File: src/rtl/pla_tt_sweeper.sv
// rtl/pla_tt_sweeper.sv - sweeps all minterms through a PLA netlist and streams its truth table as bytes
module pla_tt_sweeper #(
    parameter int N_IN   = 8,
    parameter int SETTLE = 1
) (
    input  logic            clk,
    input  logic            rst_n,
    input  logic            start,
    output logic [N_IN-1:0] x_out,
    input  logic            y_in,
    output logic [7:0]      out_data,
    output logic            out_valid,
    input  logic            out_ready,
    output logic            out_last,
    output logic            busy,
    output logic            done,
    output logic [N_IN:0]   ones_count
);

    typedef enum logic [2:0] {
        S_IDLE,
        S_SETTLE,
        S_SAMPLE,
        S_EMIT,
        S_DONE
    } state_t;

    localparam logic [N_IN-1:0] IDX_MAX     = '1;
    localparam logic [3:0]      SETTLE_LAST = 4'(SETTLE - 1);

    state_t          state_q, state_d;
    logic [N_IN-1:0] idx_q, idx_d;
    logic [3:0]      cnt_q, cnt_d;
    logic [7:0]      buf_q, buf_d;
    logic [7:0]      data_q, data_d;
    logic            valid_q, valid_d;
    logic            last_q, last_d;
    logic [N_IN:0]   ones_q, ones_d;

    always_ff @(posedge clk) begin
        if (!rst_n) begin
            state_q <= S_IDLE;
            idx_q   <= '0;
            cnt_q   <= '0;
            buf_q   <= '0;
            data_q  <= '0;
            valid_q <= 1'b0;
            last_q  <= 1'b0;
            ones_q  <= '0;
        end else begin
            state_q <= state_d;
            idx_q   <= idx_d;
            cnt_q   <= cnt_d;
            buf_q   <= buf_d;
            data_q  <= data_d;
            valid_q <= valid_d;
            last_q  <= last_d;
            ones_q  <= ones_d;
        end
    end

    always_comb begin
        state_d = state_q;
        idx_d   = idx_q;
        cnt_d   = cnt_q;
        buf_d   = buf_q;
        data_d  = data_q;
        valid_d = valid_q;
        last_d  = last_q;
        ones_d  = ones_q;
        case (state_q)
            S_IDLE, S_DONE: begin
                if (start) begin
                    idx_d   = '0;
                    cnt_d   = '0;
                    buf_d   = '0;
                    ones_d  = '0;
                    state_d = S_SETTLE;
                end
            end
            S_SETTLE: begin
                if (cnt_q == SETTLE_LAST) begin
                    cnt_d   = '0;
                    state_d = S_SAMPLE;
                end else begin
                    cnt_d = cnt_q + 4'd1;
                end
            end
            S_SAMPLE: begin
                buf_d[idx_q[2:0]] = y_in;
                ones_d = ones_q + {{N_IN{1'b0}}, y_in};
                if (idx_q[2:0] == 3'd7) begin
                    // Byte complete: the current bit is already merged into buf_d.
                    data_d  = buf_d;
                    valid_d = 1'b1;
                    last_d  = (idx_q == IDX_MAX);
                    state_d = S_EMIT;
                end else begin
                    idx_d   = idx_q + 1'b1;
                    state_d = S_SETTLE;
                end
            end
            S_EMIT: begin
                if (valid_q && out_ready) begin
                    valid_d = 1'b0;
                    last_d  = 1'b0;
                    if (idx_q == IDX_MAX) begin
                        state_d = S_DONE;
                    end else begin
                        idx_d   = idx_q + 1'b1;
                        state_d = S_SETTLE;
                    end
                end
            end
            default: state_d = S_IDLE;
        endcase
    end

    assign busy       = (state_q == S_SETTLE) || (state_q == S_SAMPLE) || (state_q == S_EMIT);
    assign done       = (state_q == S_DONE);
    assign x_out      = busy ? idx_q : '0;
    assign out_data   = data_q;
    assign out_valid  = valid_q;
    assign out_last   = last_q;
    assign ones_count = ones_q;

endmodule

File: config.mk
export PLATFORM = sky130hd
export DESIGN_NAME = pla_tt_sweeper
export DESIGN_NICKNAME = d
export VERILOG_FILES = /design/src/rtl/pla_tt_sweeper.sv
export SDC_FILE = /design/constraint.sdc
export NUM_CORES = 1
export LEC_CHECK = 0
export ABC_CLOCK_PERIOD_IN_PS = 1800
export BUFFER_PORTS_ARGS = -buffer_cell sky130_fd_sc_hd__buf_4
export CAP_MARGIN = 20
export CORE_ASPECT_RATIO = 1.5
export CORE_UTILIZATION = 56
export CTS_BUF_LIST = sky130_fd_sc_hd__clkbuf_16
export DETAILED_ROUTE_END_ITERATION = 8
export GPL_TIMING_DRIVEN = 1
export PLACE_DENSITY = 0.85
export SETUP_SLACK_MARGIN = 0.4
export SKIP_LAST_GASP = 1
export SYNTH_ARGS = -nofsm -noshare
export SYNTH_HDL_FRONTEND = slang
export SYNTH_SLANG_ARGS = --single-unit
File: constraint.sdc
create_clock -name clk -period 1.8 [get_ports clk]
set_input_delay 0 -clock clk [delete_from_list [all_inputs] [get_ports clk]]
set_output_delay 0 -clock clk [all_outputs]
set_load 0.01 [all_outputs]
==> summary.md <==
| Metric | Value |
|---|---|
| Status | completed |
| MaxCap Viol Count | 0 |
| PnR Total Power | 2.302 mW |
| Net Count, Synth | 271 |
| Register Area | 872.1 um^2 |
| Placed cell area | 2633 um^2 |
| Syn Inst Count | 260 |
| Slew Limit Fails | 0 |
| Largest net degree at the start of global routing | 39 |
| CP max stage delay | 360 ps |
| Most instantiated cells after synthesis | dfxtp_1 (42), nand3_1 (18), nand2_1 (17), nor2b_1 (16), and2_1 (14) |
| Synth top area share | 0.3672 |
| Nets | 326 |
| Synth-to-Final Area Change | 41.58% |
| Drt initial violations | 79 |
| Avg Inst Size Synth | 8.807 um^2 |
| Width of the die | 54.21 um |
| Net switching power | 561.4 uW |
| ANT nets after route | 0 |
| Hold Path Class | primary input to register |
| Final setup viols | 0 |
| Design Area, Final | 3242 um^2 |
| CP arrival | 1610 ps |
| Gate power share | 0.142 |
| Layout Skew | 3.156 ps |
| CTS Buffer Depth | 2 |
| Worst Setup End Kind | register |
| H-tree Lvls | 2 |
| Unrepaired setup endpoints after global routing | true |
| Via count | 2202 |
| Worst-Margin Slew | 366.9 ps |
| Sequential area share after synthesis | 0.3672 |
| Worst endpoint required time | 1950 ps |
| # IOs | 34 |
| CTS tree | yes |
| Worst path cell trace | ha_4 > and3_4 > and2_4 > o211ai_1 > mux2i_1 |
| Multi-input gate area | 1612 um^2 |
| Yosys Warn Count | 0 |
| Pint | 1.740 mW |
| Clock Sinks | 42 |
| Count of different cell masters after synthesis | 53 |
| Inserted Diodes | 0 |
| Remaining Overflow, GRT | 0 |
| Initial core utilization | 0.5835 |
| Most used DFF post-synth | dfxtp_1 |
| Num CTS Buffers | 5 |
| CP max FO | 7 |
| Hold_buf cts | 0 |
| Rel. slew slack | 0.7545 |
| Hold Fails Final Rpt | 0 |
| Number of global-route vias before repair | 1969 |
| TNS Setup | 0 ps |
| Post-DP HPWL | 3594 um |
| Leakage | 1.212 nW |
| Die area | 4354 um^2 |
| Clock power frac | 0.445 |
| Port Buffers | 33 |
| Initial antenna violation count | 0 |
| VDD IR-drop max | 716.6 uV |
| Ys async rst share | 0 |
| Kind of cell adding the most delay to the critical path | simple AND/OR/NAND/NOR gates |
| Synth Register Bits | 42 |
| Clock root buffer | clkbuf_16 |
| DRC | 0 |
| Register share of total power | 0.413 |
| Post-synth EDFFs | 0 |
| WL final | 6418 um |
| Per-cell routed wire length | 17.78 um |
| Num rows | 28 |
| Crit path buffers/inverters | 0 |
| Gr busiest metal | met2 |
| Period minus WS final | 1453 ps |
| First-pass GRT wire length | 9032 um |
| Final setup margin | 346.9 ps |
| Slowest-stage cell, CP | dfxtp_4 |
| Ranking of synthesized cells by area | dfxtp_1 (37%), mux2i_1 (5.7%), nor2b_1 (4.4%), nand3_1 (3.9%), and2_1 (3.8%) |
| FMAX | 688.2 MHz |
| Post-Layout Cell Count | 361 |
| Final Cycle Share | 0.8073 |
| M3 GR Usage | 0.05114 |
| GP Congestion | 0.8455 |
| Placed cells | 334 |
| Total core area | 3924 um^2 |
| Critical path class | register to register |
| Startpoint Class | register |
| Die height | 80.32 um |
| Net Sw Frac | 0.2439 |
| Power Density | 710.0 nW/um^2 |
| Worst-path clk slew | 60 ps |
| Most common cell in the synthesized netlist | dfxtp_1 |
| Post-synth top area cell | dfxtp_1 |
| Total GRT Usage | 0.2787 |
| Router iterations before antenna repair | 4 |
| M2 GR Usage | 0.4500 |
| Clock latency on the worst-skew pair | 290 ps |
| Post-Place Worst Slack | 103.4 ps |
| Layout cells sized above 1 | 0.4209 |
| Vias/cell | 6.100 |
| Syn Std Cell Area | 2290 um^2 |
| Met1 usage | 0.3492 |
| Fill count | 220 |
[layout make-up]
| class | count | area share |
|---|---|---|
| clock inverters | 3 | 0.01235 |
| well taps | 45 | 0.01737 |
| clock buffers | 5 | 0.03860 |
| flip-flops and latches | 42 | 0.2690 |
| inverters | 6 | 0.006947 |
| multi-input cells | 195 | 0.4971 |
| repair buffers | 65 | 0.1586 |
[layout by cell type (no fill, tap or decap), types with 6 or more instances in the layout]
master and count:
buf_4 59, dfxtp_1 29, nand3_1 17, nand2_1 17, nor2b_1 15, mux2i_1 12, and2_1 11, nor2_1 10
a22oi_1 7, o211ai_1 7, dfxtp_2 7, inv_1 6, nand3b_1 6, dfxtp_4 6
[metrics by stage]
stage | hold WS (ps) | utilization
CTS | 48.72 | 0.7647
global placement | 326.1 | 0.6709
finish | 59.32 | 0.8262
global route | 59.41 | 0.8262
detailed placement | 333.7 | 0.6709
floorplan | 150.6 | -
[tightest hold or removal path, cell delays in order]
cell and delay [ps]:
buf_4 150, nand3_1 70, a21boi_1 60
[path summary, 6_finish.rpt]
check,from,endpoint,slack (ps),cells after the start
setup / recovery,idx_q[0]$_SDFFE_PN0P_,idx_q[0]$_SDFFE_PN0P_,350,5
hold / removal,y_in,buf_q[7]$_SDFFE_PN0P_,60,3
setup reg to reg,idx_q[0]$_SDFFE_PN0P_,idx_q[0]$_SDFFE_PN0P_,350,5
hold reg to reg,buf_q[7]$_SDFFE_PN0P_,out_data[7]$_SDFFE_PN0P_,500,2
[repair_timing]
action	4_1_cts	5_1_grt
endpoints found under the setup margin	50	38
setup buffers	13	5
pin swaps	8	12
gates cloned	0	1
resized for setup	28	46
[per-layer routing]
layer  share of wire  vias to the layer above
li1                -                     1072
met1            0.40                     1041
met2            0.53                       67
met3           0.039                       22
met4           0.030                        0
met5               0                        -
[cell families (layout without fill, tap and decap cells)]
family	after synthesis	after routing	synth area share
buffers and inverters	23	79	0.04645
adders and majority gates	6	6	0.03279
and+or+nand+nor	110	110	0.2705
muxes	21	21	0.09781
DFF	42	42	0.3672
AOI/OAI and AO/OA	58	58	0.1853
[sequential cells by signal (all words and copies together) (netlist names)]
signal / cells
state_q: 3
idx_q: 8
cnt_q: 4
out_last: 1
out_data: 8
buf_q: 8
ones_count: 9
out_valid: 1
[power groups by stage]
stage	Sequential, mW	Combinational [mW]	Clock, mW
2_1_floorplan	0.963	0.155	0
3_3_place_gp	0.979	0.194	0
3_5_place_dp	0.980	0.196	0
4_1_cts	0.951	0.265	1.02
5_1_grt	0.951	0.346	1.07
6_report	0.951	0.327	1.02
Note: power is estimated with default switching activity, not from simulation.
